File: src/rtl/vga_timing_gen.sv
// vga_timing_gen: parametrised VGA raster timing generator on a single clock.
// A clock-enable divider produces pix_en; the raster counters, sync/blank
// decodes and a lookahead fetch pointer all advance together on that strobe.
// Every output is registered and decoded from the position being loaded,
// so it always matches the hcount/vcount held in the same cycle.
// Optional feature: define VGA_TIMING_FRAME_CNT_EN to build the 16-bit frame
// counter; without it frame_count is tied to zero.
module vga_timing_gen #(
  parameter int   CLK_DIV   = 2,
  parameter int   H_ACTIVE  = 640,
  parameter int   H_FP      = 16,
  parameter int   H_SYNC    = 96,
  parameter int   H_BP      = 48,
  parameter int   V_ACTIVE  = 480,
  parameter int   V_FP      = 10,
  parameter int   V_SYNC    = 2,
  parameter int   V_BP      = 33,
  parameter logic HS_POL    = 1'b0,
  parameter logic VS_POL    = 1'b0,
  parameter int   LOOKAHEAD = 2,
  parameter int   CW        = 10
) (
  input  logic          clk,
  input  logic          rst,
  output logic          pix_en,
  output logic [CW-1:0] hcount,
  output logic [CW-1:0] vcount,
  output logic          hs,
  output logic          vs,
  output logic          bright,
  output logic          line_start,
  output logic          frame_start,
  output logic [CW-1:0] fetch_x,
  output logic [CW-1:0] fetch_y,
  output logic          fetch_valid,
  output logic [15:0]   frame_count
);

  localparam int H_TOTAL  = H_ACTIVE + H_FP + H_SYNC + H_BP;
  localparam int V_TOTAL  = V_ACTIVE + V_FP + V_SYNC + V_BP;
  localparam int H_LAST   = H_TOTAL - 1;
  localparam int V_LAST   = V_TOTAL - 1;
  localparam int HS_START = H_ACTIVE + H_FP;
  localparam int HS_STOP  = HS_START + H_SYNC;
  localparam int VS_START = V_ACTIVE + V_FP;
  localparam int VS_STOP  = VS_START + V_SYNC;

  // Divider width; a divide-by-1 still keeps a 1-bit register that stays 0.
  localparam int            DW       = (CLK_DIV > 1) ? $clog2(CLK_DIV) : 1;
  localparam logic [DW-1:0] DIV_LAST = DW'(CLK_DIV - 1);

  // Reset parks the raster on the last pixel of the frame so the first strobe
  // lands on (0,0); the fetch pointer sits LOOKAHEAD pixels past that point.
  localparam int   FX_RST = (LOOKAHEAD == 0) ? H_TOTAL - 1 : LOOKAHEAD - 1;
  localparam int   FY_RST = (LOOKAHEAD == 0) ? V_TOTAL - 1 : 0;
  localparam logic FV_RST = (FX_RST < H_ACTIVE) && (FY_RST < V_ACTIVE);

  // Zero-extend a counter to 32 bits so it compares cleanly with int bounds.
  function automatic logic [31:0] ext(input logic [CW-1:0] v);
    return {{(32-CW){1'b0}}, v};
  endfunction

  // True when v lies in the half-open window [lo, hi).
  function automatic logic in_win(input logic [CW-1:0] v, input int lo, input int hi);
    return (ext(v) >= $unsigned(lo)) && (ext(v) < $unsigned(hi));
  endfunction

  logic [DW-1:0] div_reg, div_next;
  logic          tick;
  logic          pix_en_reg;
  logic [CW-1:0] hcount_reg, vcount_reg, hcount_next, vcount_next;
  logic [CW-1:0] fetch_x_reg, fetch_y_reg, fetch_x_next, fetch_y_next;
  logic          h_wrap, fx_wrap;
  logic          hs_reg, vs_reg, bright_reg, fetch_valid_reg;
  logic          hs_next, vs_next, bright_next, fetch_valid_next;
  logic          line_start_reg, frame_start_reg;
  logic          line_start_next, frame_start_next;

  // Divider: tick marks the edge that loads pix_en=1 and advances the raster.
  always_comb begin
    div_next = (div_reg == DIV_LAST) ? '0 : div_reg + DW'(1);
    tick     = (div_next == DIV_LAST);
  end

  // Next raster and fetch positions plus the decodes of those positions.
  always_comb begin
    h_wrap      = (ext(hcount_reg) == $unsigned(H_LAST));
    hcount_next = h_wrap ? '0 : hcount_reg + CW'(1);
    vcount_next = vcount_reg;
    if (h_wrap) begin
      vcount_next = (ext(vcount_reg) == $unsigned(V_LAST)) ? '0 : vcount_reg + CW'(1);
    end

    fx_wrap      = (ext(fetch_x_reg) == $unsigned(H_LAST));
    fetch_x_next = fx_wrap ? '0 : fetch_x_reg + CW'(1);
    fetch_y_next = fetch_y_reg;
    if (fx_wrap) begin
      fetch_y_next = (ext(fetch_y_reg) == $unsigned(V_LAST)) ? '0 : fetch_y_reg + CW'(1);
    end

    hs_next          = in_win(hcount_next, HS_START, HS_STOP) ? HS_POL : ~HS_POL;
    vs_next          = in_win(vcount_next, VS_START, VS_STOP) ? VS_POL : ~VS_POL;
    bright_next      = in_win(hcount_next, 0, H_ACTIVE) && in_win(vcount_next, 0, V_ACTIVE);
    fetch_valid_next = in_win(fetch_x_next, 0, H_ACTIVE) && in_win(fetch_y_next, 0, V_ACTIVE);
    line_start_next  = (hcount_next == '0);
    frame_start_next = (hcount_next == '0) && (vcount_next == '0);
  end

  // Divider and pixel strobe registers.
  always_ff @(posedge clk or negedge rst) begin
    if (!rst) begin
      div_reg    <= '0;
      pix_en_reg <= 1'b0;
    end else begin
      div_reg    <= div_next;
      pix_en_reg <= tick;
    end
  end

  // Raster position and its decodes; held between strobes.
  always_ff @(posedge clk or negedge rst) begin
    if (!rst) begin
      hcount_reg <= CW'(H_TOTAL - 1);
      vcount_reg <= CW'(V_TOTAL - 1);
      hs_reg     <= ~HS_POL;
      vs_reg     <= ~VS_POL;
      bright_reg <= 1'b0;
    end else if (tick) begin
      hcount_reg <= hcount_next;
      vcount_reg <= vcount_next;
      hs_reg     <= hs_next;
      vs_reg     <= vs_next;
      bright_reg <= bright_next;
    end
  end

  // Lookahead fetch pointer; walks the frame independently of the raster.
  always_ff @(posedge clk or negedge rst) begin
    if (!rst) begin
      fetch_x_reg     <= CW'(FX_RST);
      fetch_y_reg     <= CW'(FY_RST);
      fetch_valid_reg <= FV_RST;
    end else if (tick) begin
      fetch_x_reg     <= fetch_x_next;
      fetch_y_reg     <= fetch_y_next;
      fetch_valid_reg <= fetch_valid_next;
    end
  end

  // Line/frame markers live only for the strobe cycle that reaches them.
  always_ff @(posedge clk or negedge rst) begin
    if (!rst) begin
      line_start_reg  <= 1'b0;
      frame_start_reg <= 1'b0;
    end else begin
      line_start_reg  <= tick && line_start_next;
      frame_start_reg <= tick && frame_start_next;
    end
  end

`ifdef VGA_TIMING_FRAME_CNT_EN
  logic [15:0] frame_cnt_reg;

  // Frames started since reset; wraps naturally at 16 bits.
  always_ff @(posedge clk or negedge rst) begin
    if (!rst) begin
      frame_cnt_reg <= 16'h0000;
    end else if (tick && frame_start_next) begin
      frame_cnt_reg <= frame_cnt_reg + 16'd1;
    end
  end

  assign frame_count = frame_cnt_reg;
`else
  assign frame_count = 16'h0000;
`endif

  assign pix_en      = pix_en_reg;
  assign hcount      = hcount_reg;
  assign vcount      = vcount_reg;
  assign hs          = hs_reg;
  assign vs          = vs_reg;
  assign bright      = bright_reg;
  assign line_start  = line_start_reg;
  assign frame_start = frame_start_reg;
  assign fetch_x     = fetch_x_reg;
  assign fetch_y     = fetch_y_reg;
  assign fetch_valid = fetch_valid_reg;

endmodule

File: config.mk
export PLATFORM = sky130hd
export DESIGN_NAME = vga_timing_gen
export DESIGN_NICKNAME = d
export VERILOG_FILES = /design/src/rtl/vga_timing_gen.sv
export SDC_FILE = /design/constraint.sdc
export NUM_CORES = 1
export LEC_CHECK = 0
export CAP_MARGIN = 20
export CORE_ASPECT_RATIO = 0.8
export CORE_MARGIN = 3
export CORE_UTILIZATION = 48
export CTS_BUF_LIST = sky130_fd_sc_hd__clkbuf_4 sky130_fd_sc_hd__clkbuf_8
export DETAILED_ROUTE_END_ITERATION = 8
export PLACE_DENSITY_LB_ADDON = 0.25
export SLEW_MARGIN = 25
export SYNTH_ARGS = -nofsm -noshare
export SYNTH_HDL_FRONTEND = slang
export SYNTH_SLANG_ARGS = --single-unit
File: constraint.sdc
create_clock -name clk -period 2.2 [get_ports clk]
set_input_delay 0.66 -clock clk [delete_from_list [all_inputs] [get_ports clk]]
set_output_delay 0.66 -clock clk [all_outputs]
set_load 0.05 [all_outputs]
# == Yosys cells after proc, flatten, opt, wreduce, memory -nomap -nowiden ==
# Index checks and enable logic that the tools add are counted.
# word_totals
regBits,47
latchBits,0
ram_bits,0
mem_bits_ro,0
in_bits,2
output_inout_bits,63
word_cells,46
memories,0
# classes
addsub,5
n_mul,0
n_div,0
magnitude_cmp,8
n_eq_ne,4
n_shift,0
mux,9
bitwise_logic,0
n_reduce_logical,9
# op_table
op,n
2-to-1 mux 10 bit,6
"adder 10 x 1 -> 10 bit, second input constant",4
"equality test 10 bit, second input constant",4
"< comparator 10 bit, second input constant",3
"< comparator 10 x 9 -> 1 bit, second input constant",3
logical NOT 10 bit,2
">= comparator 10 bit, second input constant",1
">= comparator 10 x 9 -> 1 bit, second input constant",1
logical AND 1 bit,7
2-to-1 mux 1 bit,3
"adder 1 bit, second input constant",1

# == Depth between registers and ports, before layout ==
# Gate-level depths: netlist of the first run.
# logic_depth
ltp_word,6
depth_mapped,9
ltp_nobuf,8

# == Worst setup path before layout of the first run ==
# Ideal clock, no wire load.
# synth_path
path_kind,flip-flop to flip-flop
from,"reg hcount_reg[0], in the netlist hcount[0]"
to,"reg frame_start_reg, in the netlist frame_start"
setup_ps,67
arrival_time_ps,2394
t_required_ps,2133
slack_ps,-262
stages_incl_launch_ff,9
path_buffers,1
synth_period_minus_slack_ps,2462
path_cell_list,dfstp_2 ha_1 clkbuf_2 nand4_4 nor3_4 nand3_1 xnor2_1 a2111oi_1 o2111a_1
# synth_between
elab_chain_cells,5
word_cells_on_any_way,8
classes_between,add/sub: 1; eq/ne: 1; mux: 2; reduce/logical: 4
# synth_lines
element,line_no,rtl
"start, declared",71,"logic [CW-1:0] hcount_reg, vcount_reg, hcount_next, vcount_next;"
"start signal, assigned",123,hcount_reg <= CW'(H_TOTAL - 1);
"start signal, assigned",129,hcount_reg <= hcount_next;
adder 10 x 1 -> 10 bit / equality test 10 bit (equally long branches),"88, 87",
2-to-1 mux 10 bit (on tied branches),"88, 90",
logical NOT 10 bit,106,frame_start_next = (hcount_next == '0) && (vcount_next == '0);
logical AND 1 bit (*),106,
logical AND 1 bit (*),157,frame_start_reg <= tick && frame_start_next;
"end signal, assigned",157,
"end, declared",76,"logic line_start_reg, frame_start_reg;"
# Mark *: on every way between the ends. The rest lies on a longest branch, timed or not.
# A chain may end at the register's enable or synchronous reset.

# == Worst setup path in the final report of the first run ==
# layout_path
from,"reg hcount_reg[1], in the netlist hcount[1]"
to,"reg frame_start_reg, in the netlist frame_start"
# The elaborated chain is that of the path after synthesis.

==> results.sh, run 1 <==
export IMPL_worst_slew_pin_transition_ns=0.603
export IMPL_crit_path_end_kind="flip-flop"
export IMPL_core_sq_mm=0.00604
export IMPL_drt_wl_total_um=7610
export IMPL_drt_iter0_markers=143
export IMPL_fp_dieH_um=77.3
export IMPL_cp_max_fo=7
export IMPL_ys_warn_count=0
export IMPL_gr_usage_all_layers_pct=21.5
export IMPL_clkPwrFrac_pct=36.2
export IMPL_grt_setup_unrepaired="true"
export IMPL_cts_buffers=5
export IMPL_synth_flop_cell="dfrtp_1"
export IMPL_diodes=0
export IMPL_drive_gt1_share_pct=30.9
export IMPL_dr_pass1_iters=5
export IMPL_grt_overflow_total=0
export IMPL_pwr_density_cell_mw_per_mm2=379
export IMPL_via_per_inst=5.65
export IMPL_cts_path_max_buffers=2
export IMPL_startpoint_type="flip-flop"
export IMPL_syn_area_sq_mm=0.00305
export IMPL_crit_type="reg -> reg"
export IMPL_insertion_delay_ns=0.30
export IMPL_power_frac_comb_pct=5.3
export IMPL_setup_violations=1
export IMPL_antenna_found_initial=0
export IMPL_dpl_cell_area_sq_mm=0.00374
export IMPL_power_mw=1.48
export IMPL_grt_max_degree=48
export IMPL_antenna_left=0
export IMPL_finalCritPeriodShare_pct=100
export IMPL_clk_pin_slew_worst_paths_ns=0.09
export IMPL_htree_levels=2
export IMPL_cp_arrival_ns=2.44
export IMPL_grt_pass1_wl_um=12800
export IMPL_cellLeakagePower_nw=1.70
export IMPL_std_cell_rows=25
export IMPL_p_int_mw=1.10
export IMPL_timing_final_crit_period_ns=2.21
export IMPL_grt_pass1_vias=2627
export IMPL_skew_ns=0.00688
export IMPL_route_detailed_drc=0
export IMPL_dpl_cell_count=478
export IMPL_postCtsHoldBufs=0
export IMPL_drv_cap=0
export IMPL_synth_edf_count=0
export IMPL_fp_dieArea_sq_mm=0.00735
export IMPL_status="finished with violations"
export IMPL_seq_area_sq_mm=0.00120
export IMPL_cts_tree="built"
export IMPL_dp_hpwl_um=5510
export IMPL_setup_slack_ns=-0.00571
export IMPL_multi_input_area_sq_mm=0.00176
export IMPL_netSwitchingFraction_pct=25.5
export IMPL_irDropWorstVdd_mv=0.239
export IMPL_slew_headroom_pct=59.8
export IMPL_syn2layout_area_growth_pct=27.9
export IMPL_synthCells=342
export IMPL_power_switching_mw=0.376
export IMPL_io_pins=65
export IMPL_ys_types=60
export IMPL_stdcell_count=492
export IMPL_portBuffers=48
export IMPL_cp_required_ns=2.43
export IMPL_design_area_sq_mm=0.00390
export IMPL_initial_core_util_pct=50.5
export IMPL_clock_sinks=47
export IMPL_nFillCells=507
export IMPL_synth_area_per_cell_sq_um=8.91
export IMPL_ys_ff_latch=47
export IMPL_nNetsFinal=419
export IMPL_synth_async_sr_flop_share_pct=100
export IMPL_holdCritPathClass="in -> async"
export IMPL_place_congestion=0.884
export IMPL_hold_violations=0
export IMPL_cts_root_buf="clkbuf_8"
export IMPL_ys_seq_area_share_pct=39.2
export IMPL_slew_violations=0
export IMPL_max_freq_mhz=453
export IMPL_wire_per_inst_um=15.5
export IMPL_die_w_um=95.1
export IMPL_seqPwrFrac_pct=58.5
export IMPL_vias=2780
export IMPL_violations="setup timing"
## layout by cell type (no fill, tap or decap), drive strengths merged, types with 4 or more instances in the layout
cell | synthesis | final
nand3 | 16 | 16
dfrtp | 33 | 33
a31oi | 9 | 9
nor2 | 27 | 27
nor4 | 4 | 4
inv | 7 | 7
a21oi | 12 | 12
dfstp | 14 | 14
xnor2 | 15 | 15
conb | 1 | 16
buf | 21 | 76
xor2 | 9 | 9
and3 | 11 | 11
or3 | 6 | 6
ha | 7 | 7
o31ai | 7 | 7
nand2 | 41 | 41
nand4 | 14 | 14
clkbuf | 11 | 6
nor3 | 10 | 10
o21ai | 24 | 24
## logic make-up (layout without fill, tap and decap cells)
kind of cell    Yosys count  count (layout)  share of synthesized area, %
buf+inv                  41              95                          7.60
simple gates            144             144                          25.8
compound gates           73              73                          15.7
other cells               1              16                         0.123
flops                    47              47                          39.2
mux                       4               4                          1.44
fa+ha+maj                 8               8                          3.20
xor+xnor                 24              24                          6.90
## power groups by stage
stage               clock, mW  sequential (mW)  combinational [mW]
finish                  0.535            0.864              0.0781
global route            0.601            0.865              0.0838
CTS                     0.555            0.864              0.0789
detailed placement          0            0.880              0.0788
global placement            0            0.880              0.0786
floorplan                   0            0.880              0.0814
## stage by stage
stage                     setup WS, ns  hold WS [ns]  setup TNS [ns]  utilization [%]
after global routing            -0.148         0.491          -0.414             64.6
after detailed placement        0.0289         0.480               0             62.0
after global placement          0.0537         0.480               0             62.0
after floorplan                -0.0387         0.364         -0.0735                -
after CTS                       0.0420         0.469               0             63.5
final                         -0.00571         0.449        -0.00571             64.6
## worst max-delay path: stages (launching register included)
cell and delay [ns]:
dfstp_4 0.64, ha_4 0.14, nand4_4 0.16, nor3_4 0.37, nand4_1 0.23, xor2_1 0.24
a21o_1 0.17, o2111a_1 0.20
## Yosys cell counts (all sizes together) (9+ instances only)
cell	n	area share (%)
o21ai	24	3.9
dfstp	14	12
clkbuf	11	1.4
nor3	10	2.2
nor2	27	3.3
xor2	9	2.6
nand3	16	2.6
and3	11	2.3
nand4	14	3.4
a31oi	9	1.8
dfrtp	33	27
buf	21	4.8
a21oi	12	2.0
nand2	41	5.1
xnor2	15	4.3
## final timing paths
| kind | from | to | slack (ns) | cells past startpoint |
|---|---|---|---|---|
| hold reg to reg | fetch_valid$_DFFE_PN1N_ | fetch_valid$_DFFE_PN1N_ | 0.49 | 2 |
| min in group clk | fetch_valid$_DFFE_PN1N_ | fetch_valid$_DFFE_PN1N_ | 0.49 | 2 |
| hold / removal | rst | line_start$_DFF_PN0_ | 0.45 | 2 |
| setup reg to reg | hcount[1]$_DFFE_PN1N_ | frame_start$_DFF_PN0_ | -0.006 | 7 |
| setup / recovery | hcount[1]$_DFFE_PN1N_ | frame_start$_DFF_PN0_ | -0.006 | 7 |
| max in group asynchronous | rst | vcount[0]$_DFFE_PN0N_ | 1.32 | 2 |
## per-layer routing
layer	part of all wire (%)	wire [um]	track usage (%)
met5	0	0	0
met4	0.33	25	2.88
met3	6.5	493	4.51
met2	46	3480	31.9
met1	47	3620	32.7
## area by class of cell
| type | instances | share of cell area, % |
|---|---|---|
| Sequential cell | 47 | 30.9 |
| Clock inverter | 2 | 0.321 |
| Tap cell | 81 | 2.60 |
| Inverter | 8 | 0.770 |
| Clock buffer | 6 | 1.96 |
| Multi-Input combinational cell | 269 | 45.1 |
| Timing Repair Buffer | 79 | 18.3 |
## what timing repair did
item	CTS	global route
setup buffers	0	6
endpoints found under the setup margin	1	11
gates resized for setup	1	7
pin swaps	0	7
Note: power is estimated with default switching activity, not from simulation.
==> run 2: changes to the inputs <==
--- a/config.mk
+++ b/config.mk
@@ -5,6 +5,7 @@
 export SDC_FILE = /design/constraint.sdc
 export NUM_CORES = 1
 export LEC_CHECK = 0
+export ABC_CLOCK_PERIOD_IN_PS = 1800
 export CAP_MARGIN = 20
 export CORE_ASPECT_RATIO = 0.8
 export CORE_MARGIN = 3
==> constraint.sdc (replaced) <==
create_clock -name clk -period 1.8 [get_ports clk]
set_input_delay 0.54 -clock clk [delete_from_list [all_inputs] [get_ports clk]]
set_output_delay 0.54 -clock clk [all_outputs]
set_load 0.05 [all_outputs]
==> results.sh, run 2 (synthesis gave the netlist of run 1 again) <==
export IMPL_seq_area_sq_mm=0.00121
export IMPL_cp_depth=7
export IMPL_pwr_density_cell_mw_per_mm2=362
export IMPL_htree_levels=2
export IMPL_timing_rr_end="bright$_DFFE_PN0N_"
export IMPL_crit_chain="ha_4 -> nand4_4 -> nor3_4 -> nand4_1 -> xor2_1 -> o21ai_1 -> o31ai_1"
export IMPL_r2r_start="hcount[1]$_DFFE_PN1N_"
export IMPL_multi_input_area_sq_mm=0.00197
export IMPL_grt_pass1_wl_um=16600
export IMPL_worst_slew_pin_transition_ns=0.573
export IMPL_via_per_inst=6.31
export IMPL_drt_iter0_markers=343
export IMPL_cp_arrival_ns=2.63
export IMPL_clk_pin_slew_worst_paths_ns=0.11
export IMPL_core_sq_mm=0.00604
export IMPL_place_congestion=0.900
export IMPL_std_cell_rows=25
export IMPL_postCtsHoldBufs=0
export IMPL_dp_hpwl_um=6730
export IMPL_path_buf_inv=0
export IMPL_grt_pass1_vias=3391
export IMPL_reg2reg_depth=7
export IMPL_holdCritPathClass="in -> async"
export IMPL_power_mw=1.88
export IMPL_antenna_left=0
export IMPL_syn2layout_area_growth_pct=70.8
export IMPL_grt_overflow_total=0
export IMPL_irDropWorstVdd_mv=0.294
export IMPL_crit_path_end_kind="flip-flop"
export IMPL_final_common_cell="buf_4"
export IMPL_grt_max_degree=48
export IMPL_fp_dieH_um=77.3
export IMPL_slew_headroom_pct=61.2
export IMPL_skew_ns=0.0159
export IMPL_startpoint_type="flip-flop"
export IMPL_portBuffers=48
export IMPL_fp_dieArea_sq_mm=0.00735
export IMPL_clock_sinks=47
export IMPL_gr_usage_all_layers_pct=29.0
export IMPL_final_cell_mix="buf_4, buf_12, nand2_1, dfrtp_1, buf_6"
export IMPL_io_pins=65
export IMPL_status="finished with violations"
export IMPL_violations="setup timing"
export IMPL_tns_ns=-9.71
export IMPL_hold_worst_slack_ns=0.193
export IMPL_max_freq_mhz=410
export IMPL_cts_root_buf="clkbuf_8"
export IMPL_reg2reg_slack_ns=-0.64
export IMPL_setup_violations=39
export IMPL_cpPeakStageDelay_ns=0.65
export IMPL_initial_core_util_pct=50.5
export IMPL_die_w_um=95.1
export IMPL_cts_buffers=5
export IMPL_cts_tree="built"
export IMPL_wire_per_inst_um=21.6
export IMPL_final_util_pct=86.2
export IMPL_cp_required_ns=2.00
export IMPL_drive_gt1_share_pct=49.0
export IMPL_drt_wl_total_um=12200
export IMPL_setup_slack_ns=-0.637
export IMPL_grt_setup_unrepaired="true"
export IMPL_drv_cap=0
export IMPL_crit_type="reg -> reg"
export IMPL_slew_violations=0
export IMPL_insertion_delay_ns=0.32
export IMPL_crit_family="simple AND/OR/NAND/NOR gates"
export IMPL_route_detailed_drc=0
export IMPL_finalCritPeriodShare_pct=135
export IMPL_diodes=0
export IMPL_hold_violations=0
export IMPL_nFillCells=274
export IMPL_timing_final_crit_period_ns=2.44
export IMPL_dr_pass1_iters=6
export IMPL_slowest_stage="dfstp_4"
export IMPL_vias=3554
export IMPL_antenna_found_initial=0
export IMPL_cts_path_max_buffers=2
export IMPL_cellLeakagePower_nw=2.37
export IMPL_nNetsFinal=490
export IMPL_cp_max_fo=5
run 2: cell count changes in the layout (fill, tap and decap cells not counted), moves of 6 or more:
cell,change
buf_4,+16
o21ai_0,-15
o21ai_1,+12
buf_6,+20
buf_12,+38
nand2_1,-8
nor3_1,-6
run 2: report_power, final:
part,internal (mW),switching (mW)
clock network,0.327,0.400
logic,0.00539,0.0949
registers,1.06,0
total,1.39,0.495
run 2: metal layers:
layer	routed length, um	up-vias	track usage, %
met3	1100	73	6.67
met1	4660	1696	37.4
met4	645	0	12.7
li1	-	1485	-
met2	5760	300	46.1
met5	0	-	0
run 2: worst max path at each step:
stage | startpoint | endpoint | slack (ns)
final | hcount[1]$_DFFE_PN1N_ | bright$_DFFE_PN0N_ | -0.64
after global routing | hcount[0]$_DFFE_PN1N_ | bright$_DFFE_PN0N_ | -0.70
after CTS | hcount[1]$_DFFE_PN1N_ | frame_start$_DFF_PN0_ | -0.29
after detailed placement | fetch_x[0]$_DFFE_PN1N_ | fetch_valid$_DFFE_PN1N_ | -0.29
after global placement | hcount[1]$_DFFE_PN1N_ | frame_start$_DFF_PN0_ | -0.20
after floorplan | hcount[1]$_DFFE_PN1N_ | bright$_DFFE_PN0N_ | -0.44
run 2: timing repair:
action,4_1_cts,5_1_grt
endpoints found under the setup margin,34,43
buffers inserted,9,6
pin swaps,13,17
gates resized for setup,34,35
run 2: worst register-to-register path, delay by kind of cell (launching register included):
family | cells | cell delay [ns]
xor gates and xnor gates | 1 | 0.27
DFF | 1 | 0.65
and+or+nand+nor | 3 | 0.78
AOI/OAI and AO/OA | 2 | 0.47
adders and majority gates | 1 | 0.17
run 2: layout make-up:
class | count | share of cell area [%]
clock buffer | 7 | 1.73
clock inverter | 1 | 0.0962
inverter | 8 | 0.577
multi-input combinational | 269 | 38.0
sequential | 47 | 23.3
tap | 81 | 1.95
timing repair buffer | 150 | 34.4
run 2: stage by stage:
step	cells	worst slack, ns	instance area (sq um)
4_1_cts	557	-0.291	5030
3_3_place_gp	540	-0.201	4730
3_5_place_dp	540	-0.291	4730
5_1_grt	563	-0.701	5200
6_report	563	-0.637	5200
2_1_floorplan	357	-0.439	3260
